<file path="src/rtl/mem_arbiter.sv">
// mem_arbiter: two-port round-robin arbiter sharing one main-memory handshake
// interface between the instruction cache (port 0) and the data cache (port 1).
//
// A grant is issued only from idle and held for a whole transaction. A write
// ends when memory accepts the request. A read ends when the granted port
// accepts the response. Only the granted port sees memory's ready, response
// valid and data. All memory-side ready/valid paths are combinational.
//
// Ports:
//   clk, rst        rising-edge clock, asynchronous active-high reset
//   req_valid/req_write/req_addr/req_wdata  per-port request from the caches
//   req_ready       per-port request accepted (granted port only)
//   resp_valid      per-port read data valid (granted port only)
//   resp_ready      per-port ready for read data
//   resp_rdata      read data shared by both ports
//   req_valid_mem, read_en_mem, write_en_mem, addr_mem, wdata_mem
//                   request towards memory
//   req_ready_mem   memory accepts request
//   resp_valid_mem, rdata_mem  read response from memory
//   resp_ready_mem  arbiter ready for memory data
//   grant_id        currently or most recently granted port
//   busy            a transaction is in progress
module mem_arbiter #(
  parameter int unsigned ADDR_WIDTH = 32,
  parameter int unsigned DATA_WIDTH = 128
) (
  input  logic                        clk,
  input  logic                        rst,
  input  logic [1:0]                  req_valid,
  input  logic [1:0]                  req_write,
  input  logic [1:0][ADDR_WIDTH-1:0]  req_addr,
  input  logic [1:0][DATA_WIDTH-1:0]  req_wdata,
  output logic [1:0]                  req_ready,
  output logic [1:0]                  resp_valid,
  input  logic [1:0]                  resp_ready,
  output logic [DATA_WIDTH-1:0]       resp_rdata,
  output logic                        req_valid_mem,
  input  logic                        req_ready_mem,
  output logic                        read_en_mem,
  output logic                        write_en_mem,
  output logic [ADDR_WIDTH-1:0]       addr_mem,
  output logic [DATA_WIDTH-1:0]       wdata_mem,
  input  logic                        resp_valid_mem,
  output logic                        resp_ready_mem,
  input  logic [DATA_WIDTH-1:0]       rdata_mem,
  output logic                        grant_id,
  output logic                        busy
);

  typedef enum logic [1:0] {
    StIdle,
    StReq,
    StResp
  } state_e;

  state_e state_q, state_d;
  logic   grant_q, grant_d;
  logic   op_write_q, op_write_d;
  logic   last_q, last_d;

  logic   any_req;
  logic   winner;
  logic   sel_req_valid;
  logic   req_fire;
  logic   resp_fire;

  // On a tie the port that was not granted last time wins; otherwise the
  // single requester wins.
  always_comb begin
    any_req = |req_valid;
    if (req_valid == 2'b11) begin
      winner = ~last_q;
    end else begin
      winner = req_valid[1];
    end
  end

  assign sel_req_valid = req_valid[grant_q];
  assign req_fire      = sel_req_valid & req_ready_mem;
  assign resp_fire     = resp_valid_mem & resp_ready[grant_q];

  always_ff @(posedge clk or posedge rst) begin
    if (rst) begin
      state_q    <= StIdle;
      grant_q    <= 1'b0;
      op_write_q <= 1'b0;
      // Port 0 wins the first tie after reset.
      last_q     <= 1'b1;
    end else begin
      state_q    <= state_d;
      grant_q    <= grant_d;
      op_write_q <= op_write_d;
      last_q     <= last_d;
    end
  end

  always_comb begin
    state_d        = state_q;
    grant_d        = grant_q;
    op_write_d     = op_write_q;
    last_d         = last_q;
    req_valid_mem  = 1'b0;
    read_en_mem    = 1'b0;
    write_en_mem   = 1'b0;
    addr_mem       = '0;
    wdata_mem      = '0;
    req_ready      = 2'b00;
    resp_valid     = 2'b00;
    resp_ready_mem = 1'b0;
    resp_rdata     = '0;

    case (state_q)
      StIdle: begin
        if (any_req) begin
          grant_d    = winner;
          last_d     = winner;
          op_write_d = req_write[winner];
          state_d    = StReq;
        end
      end

      StReq: begin
        req_valid_mem      = sel_req_valid;
        read_en_mem        = sel_req_valid & ~op_write_q;
        write_en_mem       = sel_req_valid & op_write_q;
        addr_mem           = req_addr[grant_q];
        wdata_mem          = req_wdata[grant_q];
        req_ready[grant_q] = req_ready_mem;
        // A dropped req_valid keeps the grant; only the handshake releases it.
        if (req_fire) begin
          state_d = op_write_q ? StIdle : StResp;
        end
      end

      StResp: begin
        resp_ready_mem      = resp_ready[grant_q];
        resp_valid[grant_q] = resp_valid_mem;
        resp_rdata          = rdata_mem;
        if (resp_fire) begin
          state_d = StIdle;
        end
      end

      default: begin
        state_d = StIdle;
      end
    endcase
  end

  assign grant_id = grant_q;
  assign busy     = (state_q != StIdle);

endmodule

</file>
<file path="config.mk">
export PLATFORM = sky130hd
export DESIGN_NAME = mem_arbiter
export DESIGN_NICKNAME = d
export VERILOG_FILES = /design/src/rtl/mem_arbiter.sv
export SDC_FILE = /design/constraint.sdc
export NUM_CORES = 1
export LEC_CHECK = 0
export ABC_CLOCK_PERIOD_IN_PS = 1600
export BUFFER_PORTS_ARGS = -buffer_cell sky130_fd_sc_hd__buf_4
export CORE_AREA = 2 2 293 295
export CTS_CLUSTER_DIAMETER = 200
export CTS_CLUSTER_SIZE = 30
export DETAILED_ROUTE_END_ITERATION = 12
export DIE_AREA = 0 0 295 297
export GPL_ROUTABILITY_DRIVEN = 0
export PLACE_DENSITY = 0.3
export RECOVER_POWER = 100
export SLEW_MARGIN = 20
export SYNTH_ARGS = -nofsm -noshare
export SYNTH_HDL_FRONTEND = slang
export SYNTH_SLANG_ARGS = --single-unit
export TNS_END_PERCENT = 1
</file>
<file path="constraint.sdc">
create_clock -name clk -period 1.6 [get_ports clk]
set_input_delay 0.32 -clock clk [delete_from_list [all_inputs] [get_ports clk]]
set_output_delay 0.32 -clock clk [all_outputs]
set_load 0.02 [all_outputs]
</file>
# Word-level counts from Yosys, hierarchy flattened

Index checks and enable logic that the tools add are counted.

Order comparisons: 3
Equality and inequality tests: 6
Reductions and logical operators: 6
Multiplexer cells: 27
Bitwise operators: 8

Operators by type and width:

| cell                                                        | count |
|---|---|
| two-way mux 128 bit                                         | 4 |
| two-way mux 32 bit                                          | 3 |
| two-way mux 1 bit                                           | 12 |
| two-way mux 2 bit                                           | 6 |
| != test 2 bit (second input constant)                       | 3 |
| case mux 2 bit (3 select lines)                             | 1 |
| bitwise AND 1 bit                                           | 4 |
| bitwise AND 2 bit                                           | 2 |
| equality test 2 bit (second input constant)                 | 2 |
| less-than comparator 1 x 2 -> 1 bit (second input constant) | 2 |
| AND reduction 3 bit                                         | 1 |
| equality test 2 x 1 -> 1 bit (second input constant)        | 1 |
| zero test 2 bit                                             | 1 |
| NOT 1 bit                                                   | 2 |
| AND reduction 2 bit                                         | 1 |
| nonzero test 2 bit                                          | 1 |
| OR reduction 2 bit                                          | 1 |
| demux 1 bit (select 1 bit)                                  | 1 |
| greater-or-equal comparator 1 bit (second input constant)   | 1 |
| logical AND 1 bit                                           | 1 |

Logic and storage cells: 54
Register bits after elaboration: 5
Output and inout bits: 298
Input port bits: 458

# Depth between registers and ports, before layout

Gate-level depths: netlist of run 1.

Word-level depth: 6
Depth in mapped cells: 5
Mapped depth without buffers: 3

# Worst setup path after synthesis of run 1

No wires, ideal clock.

Kind: register to output
From: register grant_q, in the netlist grant_id
To: output read_en_mem
Path buffers: 1
Setup slack: -182 ps
Cell stages (with the launch flop): 5
Data arrival time: 1462 ps
Path through: dfrtp_1 buf_2 mux2_2 and2_1 nor2b_1

Cells in the longest elaborated chain, start to end: 4

RTL lines:

| item                                                 | line | RTL |
|---|---|---|
| start, declared                                      | 57   | `logic grant_q, grant_d;` |
| start signal, assigned                               | 91   | `grant_q <= grant_d;` |
| two-way mux 1 bit (implied by the code) (2 in a row) | 78   | `assign sel_req_valid = req_valid[grant_q];` |
| bitwise AND 1 bit                                    | 124  | `read_en_mem = sel_req_valid & ~op_write_q;` |
| two-way mux 1 bit                                    | 112  | `case (state_q)` |
| end, declared                                        | 39   | `output logic read_en_mem,` |

Every way passes these cells. The select of a mux whose other input is x is not followed.

# Worst setup path after layout of run 1

From: register grant_q, in the netlist grant_id
To: output addr_mem[8]

Cells in the longest elaborated chain, start to end: 3

RTL lines:

| item                                                  | line | RTL |
|---|---|---|
| two-way mux 32 bit (implied by the code) (2 in a row) | 126  | `addr_mem = req_addr[grant_q];` |
| two-way mux 32 bit                                    | 112  |  |
| end, declared                                         | 41   | `output logic [ADDR_WIDTH-1:0] addr_mem,` |

Every way passes these cells. The select of a mux whose other input is x is not followed.

==> flow_summary.toml, run 1 <==
[clock_network]
cts.path.max_buffers = 2
cts.sink_count = 5
clockRootBuffer = "sky130_fd_sc_hd__clkbuf_16"
cts_inserted_buffers = 3
clkSlewWorstSetupHoldPaths_ns = 0.03
clkLatencyLatePin_ns = 0.23
tritoncts = "yes"
htreeDepth = 1

[global_route]
grt_start_max_net_pins = 40
grt_antenna_before_repair = 9
number_of_global_route_vias_before_repair = 7323
grt_pass1_wl_mm = 48.20
globalRoute.totalOverflow = 0
global_route.usage.total_pct = 7.449

[routing]
drt_pre_antenna_iters = 4
post_drt_via_cell_ratio = 2.765
drc = 0
drt-wirelength-per-cell_microns = 14.92
postRouteWirelength_mm = 36.67
vias = 6796
dr.first_iter.drc_count = 116
antenna_violating_nets_post_route = 0

[final_layout]
num-nets-final = 1771
layout_commonest_cell = "sky130_fd_sc_hd__buf_4"
layout_common_cells = "sky130_fd_sc_hd__buf_4, sky130_fd_sc_hd__mux2i_1, sky130_fd_sc_hd__nor2_1"
area_growth_syn_to_layout_pct = 220.1
drive_above_1_share_pct = 69.51
post-route-util_pct = 13.97
finish.instance_area_sq_um = 11800

[worst_hold_path]
min-delay-path-class = "input port to asynchronous set/reset pin"

[sta]
finalCriticalPeriod_ns = 1.965
finalCritPeriodShare_pct = 122.8
worst_slew_slack_as_a_fraction_of_its_limit_pct = 75.88
grt_setup_unrepaired = "true"
timing.final.setup_violations = 297
tightest_slew_ns = 0.3580
clock_skew_ns = 0.0002919
max_freq_ghz = 0.5090
finalHoldViolations = 0
slew_violations = 0
setup_slack_ns = -0.3648

[die]
die_area_sq_um = 87620
floorplan.io_pins = 756
start_util_pct = 4.365
chipWidth_microns = 295
std_cell_rows = 107
die_y_microns = 297
coreArea_sq_um = 84480

[critical_path]
reg2regPathDepth = 6
cp_max_fo = 27
regToRegStartpoint = "grant_id$_DFFE_PP0P_"
cp_data_arrival_time_ns = 1.64
critPathLaunchType = "flop"
worst-endpoint-required_ns = 1.28
setup.worst_path.end_class = "output pin"
reg2reg_slack_ns = 0.09
critPathKind = "flop to output pin"
timing.critical_path.to = "addr_mem[8]"
critical_path.reg2reg.endpoint = "state_q[1]$_DFFE_PP0P_"
crit_path_start = "grant_id$_DFFE_PP0P_"

[pwr]
power_per_cell_area_nw_per_um2 = 1360
vdd.ir_drop.worst_mv = 0.5676
leakagePower_nw = 5.903

[synth]
post_synth.cell_area_avg_sq_um = 6.892
ffs_latches_synth = 5
synthDistinctLibCells = 27
syn-cell-area_sq_um = 3687
synth_sequential_area_ratio_pct = 3.427
synthCells = 535
mappedNetlistNets = 993
yosys_warnings = 0

[run]
drv_cap = 0

[place]
port_buffers = 755
dpl-instance-area_sq_um = 11180
detailedPlacementHpwl_mm = 33.07

[run_status]
status = "complete, but fails checks"
violations = "negative setup slack"
==> metrics by stage <==
step	power (mW)	hold WS, ns	setup slack, ns	cells	TNS (ns)
after floorplan	8.147	0.09779	-0.07269	535	-7.822
after global placement	15.13	0.2839	-0.2099	2449	-6.141
after detailed placement	15.08	0.2921	-0.2230	2449	-7.842
after CTS	15.91	0.05193	-0.4130	2453	-70.25
after global routing	17.06	0.04758	-0.4399	2458	-84.98
final	16.06	0.02717	-0.3648	2458	-66.08
==> worst max-delay path, stage by stage, from the launching register on <==
cell	delay, ns
sky130_fd_sc_hd__dfrtp_4	0.47
sky130_fd_sc_hd__buf_12	0.23
sky130_fd_sc_hd__buf_4	0.22
sky130_fd_sc_hd__mux2i_1	0.19
sky130_fd_sc_hd__nor2_1	0.07
sky130_fd_sc_hd__buf_4	0.16
==> Yosys cell counts, drive strengths merged <==
cell | instances | area [sq um]
nor3 | 1 | 5.000
a31oi | 1 | 6.260
dfstp | 1 | 26.28
a21oi | 1 | 5.000
a22o | 1 | 8.760
nand2 | 2 | 7.510
and2 | 129 | 807.0
nor2b | 4 | 32.53
nand3 | 1 | 5.000
dfrtp | 4 | 100.1
clkbuf | 21 | 100.1
o21ai | 2 | 10.01
mux2i | 161 | 1612
inv | 3 | 11.26
o31ai | 1 | 7.510
a311oi | 1 | 8.760
a21boi | 1 | 7.510
nor2 | 163 | 611.8
buf | 30 | 256.5
nand2b | 1 | 6.260
and3 | 3 | 18.77
mux2 | 3 | 33.78
==> worst min path at each step <==
stage,start,slack (ns),cells after the start,to
global placement,rst,0.28,2,op_write_q$_DFFE_PP0P_
floorplan,rst,0.1,1,grant_id$_DFFE_PP0P_
CTS,rst,0.05,2,grant_id$_DFFE_PP0P_
finish,rst,0.03,2,op_write_q$_DFFE_PP0P_
global route,rst,0.05,2,op_write_q$_DFFE_PP0P_
detailed placement,rst,0.29,2,op_write_q$_DFFE_PP0P_
==> state kept, by name, indices dropped and copies added (netlist names) <==
signal / flops
grant_id: 1
last_q: 1
op_write_q: 1
state_q: 2
==> repair_timing <==
item	CTS	global route
endpoints found under the setup margin	298	298
buffers inserted	0	1
cloned	0	2
hold buffers	0	0
pin swaps	5	12
gates resized for setup	94	39
==> logic make-up after synthesis <==
kind of cell / synth area share [%]
simple gates: 40.52
buf+inv: 9.976
compound gates: 1.459
flops: 3.427
mux: 44.62
==> report_power, final <==
group	switching (mW)	internal [mW]
combinational	8.19	7.15
clock	0.0872	0.331
sequential	0.103	0.205
total	8.38	7.68
==> area by class of cell <==
type / instances / area [sq um]
diodes: 2 / 5.005
repair buffers: 824 / 6711
multi-input cells: 476 / 3435
clock buffers: 4 / 78.83
well taps: 1144 / 1431
flip-flops and latches: 5 / 131.4
fillers: 9698 / 72670
inverters: 3 / 11.26
==> per-layer routing <==
layer / GRT usage (%) / routed length (microns) / vias up
li1: - / - / 3299
met2: 14.28 / 18860 / 423
met3: 2.212 / 3586 / 29
met5: 0 / 66 / -
met1: 7.981 / 13650 / 3033
met4: 1.361 / 506 / 12
Power figures use the tool's default switching activity.
==> run 2: changes to the inputs <==
CELL_PAD_IN_SITES_DETAIL_PLACEMENT = 0   (was default)
CELL_PAD_IN_SITES_GLOBAL_PLACEMENT = 2   (was default)
CORE_AREA = 2 2 294 296   (was 2 2 293 295)
DIE_AREA = 0 0 296 298   (was 0 0 295 297)
PLACE_DENSITY = 0.44   (was 0.3)
SETUP_SLACK_MARGIN = 0.1   (was default)
==> flow_summary.toml, run 2 (same netlist as run 1, synthesis figures left out) <==
[global_route]
grt_start_max_net_pins = 66
number_of_global_route_vias_before_repair = 7033
grt_pass1_wl_mm = 47.26
globalRoute.totalOverflow = 0
grt_antenna_before_repair = 0
global_route.usage.total_pct = 7.350

[routing]
postRouteWirelength_mm = 36.40
drc = 0
dr.first_iter.drc_count = 126
post_drt_via_cell_ratio = 2.760
vias = 6798
drt_pre_antenna_iters = 3
drt-wirelength-per-cell_microns = 14.78
antenna_violating_nets_post_route = 0

[final_layout]
post-route-util_pct = 14.08
largest_register_ff_count = 2
final_cell_count_no_fill = 2463
num-nets-final = 1778
final.fill_count = 9877
drive_above_1_share_pct = 72.25
registers.top_by_ff_count = "state_q"
layout_commonest_cell = "sky130_fd_sc_hd__buf_4"
area_growth_syn_to_layout_pct = 224.1
layout_common_cells = "sky130_fd_sc_hd__buf_4, sky130_fd_sc_hd__mux2i_1, sky130_fd_sc_hd__and2_1"
multiInputGateArea_sq_um = 3622
antenna-diode-count = 0
sequential_cell_area_sq_um = 131.4

[pwr]
leakagePower_nw = 5.916
power_per_cell_area_nw_per_um2 = 1401
vdd.ir_drop.worst_mv = 0.6444

[die]
start_util_pct = 4.344
std_cell_rows = 107
die_y_microns = 298
chipWidth_microns = 296
die_area_sq_um = 88210
floorplan.io_pins = 756
coreArea_sq_um = 84880

[clock_network]
htreeDepth = 1
clockRootBuffer = "sky130_fd_sc_hd__clkbuf_16"
cts_inserted_buffers = 3
cts.sink_count = 5
tritoncts = "yes"
cts.path.max_buffers = 2
clkLatencyLatePin_ns = 0.23
clkSlewWorstSetupHoldPaths_ns = 0.03

[sta]
tns_ns = -69.51
timing.final.setup_violations = 298
setup_slack_ns = -0.3711
clock_skew_ns = 0.0003059
finalCriticalPeriod_ns = 1.971
finalHoldViolations = 0
fin_worst_hold_slack_ns = 0.2100
tightest_slew_ns = 0.4633
slew_violations = 0
finalCritPeriodShare_pct = 123.2
grt_setup_unrepaired = "true"
worst_slew_slack_as_a_fraction_of_its_limit_pct = 69.11
max_freq_ghz = 0.5073

[run_status]
status = "complete, but fails checks"
violations = "negative setup slack"

[critical_path]
setup.worst_path.end_class = "output pin"
cp_max_fo = 16
reg2reg_slack_ns = -0.04
cp_data_arrival_time_ns = 1.65
critPathKind = "flop to output pin"
critPathLaunchType = "flop"
worst-endpoint-required_ns = 1.28

[run]
drv_cap = 0

[place]
port_buffers = 755
detailedPlacementHpwl_mm = 32.90
post-place-cells = 2454

[worst_hold_path]
min-delay-path-class = "input port to asynchronous set/reset pin"
## run 2: cell types whose count changed in the layout (fill, tap and decap cells not counted), sizes merged
cell | before | now
buf | 821 | 830
clkbuf | 7 | 5
diode | 2 | 0
## run 2: stage by stage
stage          instance area [sq um]  worst slack (ns)  power [mW]
6_report                       11950           -0.3711       16.74
5_1_grt                        11950           -0.4263       17.72
4_1_cts                        11770           -0.3958       16.73
3_5_place_dp                   11320           -0.3303       15.55
3_3_place_gp                   11320           -0.3241       15.68
2_1_floorplan                   3854          -0.05592       8.344
## run 2: final cells by class
cell class | instances | area share [%]
Timing Repair Buffer | 831 | 55.85
Inverter | 3 | 0.09424
Multi-Input combinational cell | 476 | 30.31
Sequential cell | 5 | 1.099
Clock buffer | 4 | 0.6597
Tap cell | 1144 | 11.98
## run 2: metal layers
layer | wire, microns | share of wire, % | vias up | track usage [%]
met2 | 20630 | 57 | 401 | 15.54
met5 | 0 | 0 | - | 0
met1 | 12240 | 34 | 3075 | 7.007
li1 | - | - | 3314 | -
met4 | 511 | 1.4 | 0 | 1.551
met3 | 3012 | 8.3 | 8 | 1.544
## run 2: power by group
group / switching, mW / internal (mW) / total (mW)
clock: 0.0811 / 0.330 / 0.411
combinational: 8.48 / 7.55 / 16.0
sequential: 0.0859 / 0.205 / 0.291
## run 2: final timing paths
path,startpoint,endpoint,depth (start not counted)
worst max-delay path,grant_id$_DFFE_PP0P_,addr_mem[21],5
worst min-delay path,rst,op_write_q$_DFFE_PP0P_,2
worst max register to register,grant_id$_DFFE_PP0P_,state_q[1]$_DFFE_PP0P_,7
worst min register to register,last_q$_DFFE_PP1P_,last_q$_DFFE_PP1P_,2
max in group asynchronous,rst,last_q$_DFFE_PP1P_,2
min in group clk,req_ready_mem,state_q[0]$_DFFE_PP0P_,2
## run 2: timing repair
| item | CTS | global route |
|---|---|---|
| buffers inserted | 2 | 3 |
| resized for setup | 85 | 45 |
| hold buffers | 0 | 0 |
| cloned | 0 | 0 |
| pin swaps | 1 | 10 |
| endpoints found under the setup margin | 299 | 300 |
## run 2: critical path, stage by stage, from the launching register on
cell,delay [ns]
sky130_fd_sc_hd__dfrtp_4,0.43
sky130_fd_sc_hd__buf_16,0.20
sky130_fd_sc_hd__buf_16,0.21
sky130_fd_sc_hd__mux2i_4,0.32
sky130_fd_sc_hd__nor2_2,0.06
sky130_fd_sc_hd__buf_6,0.13
==> run 3: changes to the inputs <==
ABC_CLOCK_PERIOD_IN_PS = 2500   (was 1600)
clock period = 2.5 ns   (was 1.6 ns; I/O delays follow)
==> flow_summary.toml, run 3 (same netlist as run 1, synthesis figures left out) <==
[die]
floorplan.io_pins = 756
die_y_microns = 298
die_area_sq_um = 88210
std_cell_rows = 107
chipWidth_microns = 296
start_util_pct = 4.344
coreArea_sq_um = 84880

[critical_path]
setup.worst_path.end_class = "output pin"
cp_max_fo = 25
critPathLaunchType = "flop"
worst-endpoint-required_ns = 2.00
regToRegStartpoint = "grant_id$_DFFE_PP0P_"
cp_data_arrival_time_ns = 1.90
crit_path_start = "grant_id$_DFFE_PP0P_"
critPathKind = "flop to output pin"

[worst_hold_path]
min-delay-path-class = "input port to asynchronous set/reset pin"

[clock_network]
tritoncts = "yes"
cts.sink_count = 5
cts.path.max_buffers = 2
clkSlewWorstSetupHoldPaths_ns = 0.03
clockRootBuffer = "sky130_fd_sc_hd__clkbuf_16"
cts_inserted_buffers = 3
clkLatencyLatePin_ns = 0.23
htreeDepth = 1

[final_layout]
layout_commonest_cell = "sky130_fd_sc_hd__buf_4"
registers.top_by_ff_count = "state_q"
area_growth_syn_to_layout_pct = 177.2
largest_register_ff_count = 2
layout_common_cells = "sky130_fd_sc_hd__buf_4, sky130_fd_sc_hd__nor2_1, sky130_fd_sc_hd__mux2i_1"
post-route-util_pct = 12.04
num-nets-final = 1733
final.fill_count = 10086
drive_above_1_share_pct = 51.10

[sta]
finalCriticalPeriod_ns = 2.405
grt_setup_unrepaired = "false"
worst_slew_slack_as_a_fraction_of_its_limit_pct = 69.28
max_freq_ghz = 0.4159
tightest_slew_ns = 0.4627
finalHoldViolations = 0
timing.final.setup_violations = 0
clock_skew_ns = 0.0006522
finalCritPeriodShare_pct = 96.18
slew_violations = 0
tns_ns = 0

[global_route]
grt_antenna_before_repair = 15
globalRoute.totalOverflow = 0
global_route.usage.total_pct = 8.416
number_of_global_route_vias_before_repair = 7039
grt_start_max_net_pins = 83
grt_pass1_wl_mm = 53.16

[routing]
dr.first_iter.drc_count = 213
vias = 6694
drt-wirelength-per-cell_microns = 17.11
post_drt_via_cell_ratio = 2.766
postRouteWirelength_mm = 41.40
drt_pre_antenna_iters = 5
drc = 0
antenna_violating_nets_post_route = 0

[pwr]
leakagePower_nw = 4.892
power_per_cell_area_nw_per_um2 = 825.9
vdd.ir_drop.worst_mv = 0.4326

[place]
port_buffers = 755
detailedPlacementHpwl_mm = 37.47

[run]
drv_cap = 0

[run_status]
status = "finished clean"
## run 3: final cells by class
| cell class | instances | area [sq um] | area share [%] |
|---|---|---|---|
| repair buffers | 786 | 5371 | 52.55 |
| diodes | 2 | 5.005 | 0.04897 |
| well taps | 1144 | 1431 | 14.00 |
| flip-flops and latches | 5 | 130.1 | 1.273 |
| multi-input cells | 476 | 3193 | 31.24 |
| clock buffers | 4 | 78.83 | 0.7712 |
| inverters | 3 | 11.26 | 0.1102 |
## run 3: metrics by stage
| stage | instance area (sq um) | std cells | setup WS [ns] | hold slack [ns] | power, mW |
|---|---|---|---|---|---|
| 2_1_floorplan | 3687 | 535 | 0.5377 | 0.2778 | 5.060 |
| 3_3_place_gp | 10770 | 2412 | 0.2523 | 0.4536 | 9.290 |
| 3_5_place_dp | 10770 | 2412 | 0.2445 | 0.4567 | 9.256 |
| 4_1_cts | 10880 | 2418 | 0.1898 | 0.2170 | 9.590 |
| 5_1_grt | 10220 | 2418 | 0.07305 | 0.2275 | 9.022 |
| 6_report | 10220 | 2420 | 0.09543 | 0.2056 | 8.442 |
## run 3: timing repair
action	CTS	global route
setup buffers	2	0
hold buffers	0	0
resized for setup	2	0
setup endpoints to repair	2	0
## run 3: report_power, final
part	internal, mW	leakage (nW)	switching, mW
Combinational	2.91	4.80	5.08
Clock	0.211	0.0382	0.0541
Sequential	0.130	0.0577	0.0550
## run 3: final timing paths
path,end,cells past startpoint,slack [ns]
min in group clk,last_q$_DFFE_PP1P_,2,0.46
min reg2reg,state_q[1]$_DFFE_PP0P_,1,0.52
max in group asynchronous,last_q$_DFFE_PP1P_,2,2.04
min,state_q[0]$_DFFE_PP0P_,2,0.21
max,wdata_mem[1],5,0.1
max reg2reg,state_q[1]$_DFFE_PP0P_,5,0.99
## run 3: routing by layer
| metal | GRT usage, % | part of all wire (%) | vias to the layer above |
|---|---|---|---|
| li1 | - | - | 3223 |
| met1 | 8.694 | 36 | 2980 |
| met2 | 16.20 | 51 | 437 |
| met3 | 3.096 | 10 | 38 |
| met4 | 1.299 | 1.7 | 16 |
| met5 | 0 | 0.21 | - |
## run 3: critical path, cell delays in order (launching register included)
cell	delay, ns
sky130_fd_sc_hd__dfrtp_4	0.44
sky130_fd_sc_hd__buf_16	0.20
sky130_fd_sc_hd__clkbuf_2	0.31
sky130_fd_sc_hd__mux2i_1	0.40
sky130_fd_sc_hd__nor2_1	0.08
sky130_fd_sc_hd__buf_4	0.17
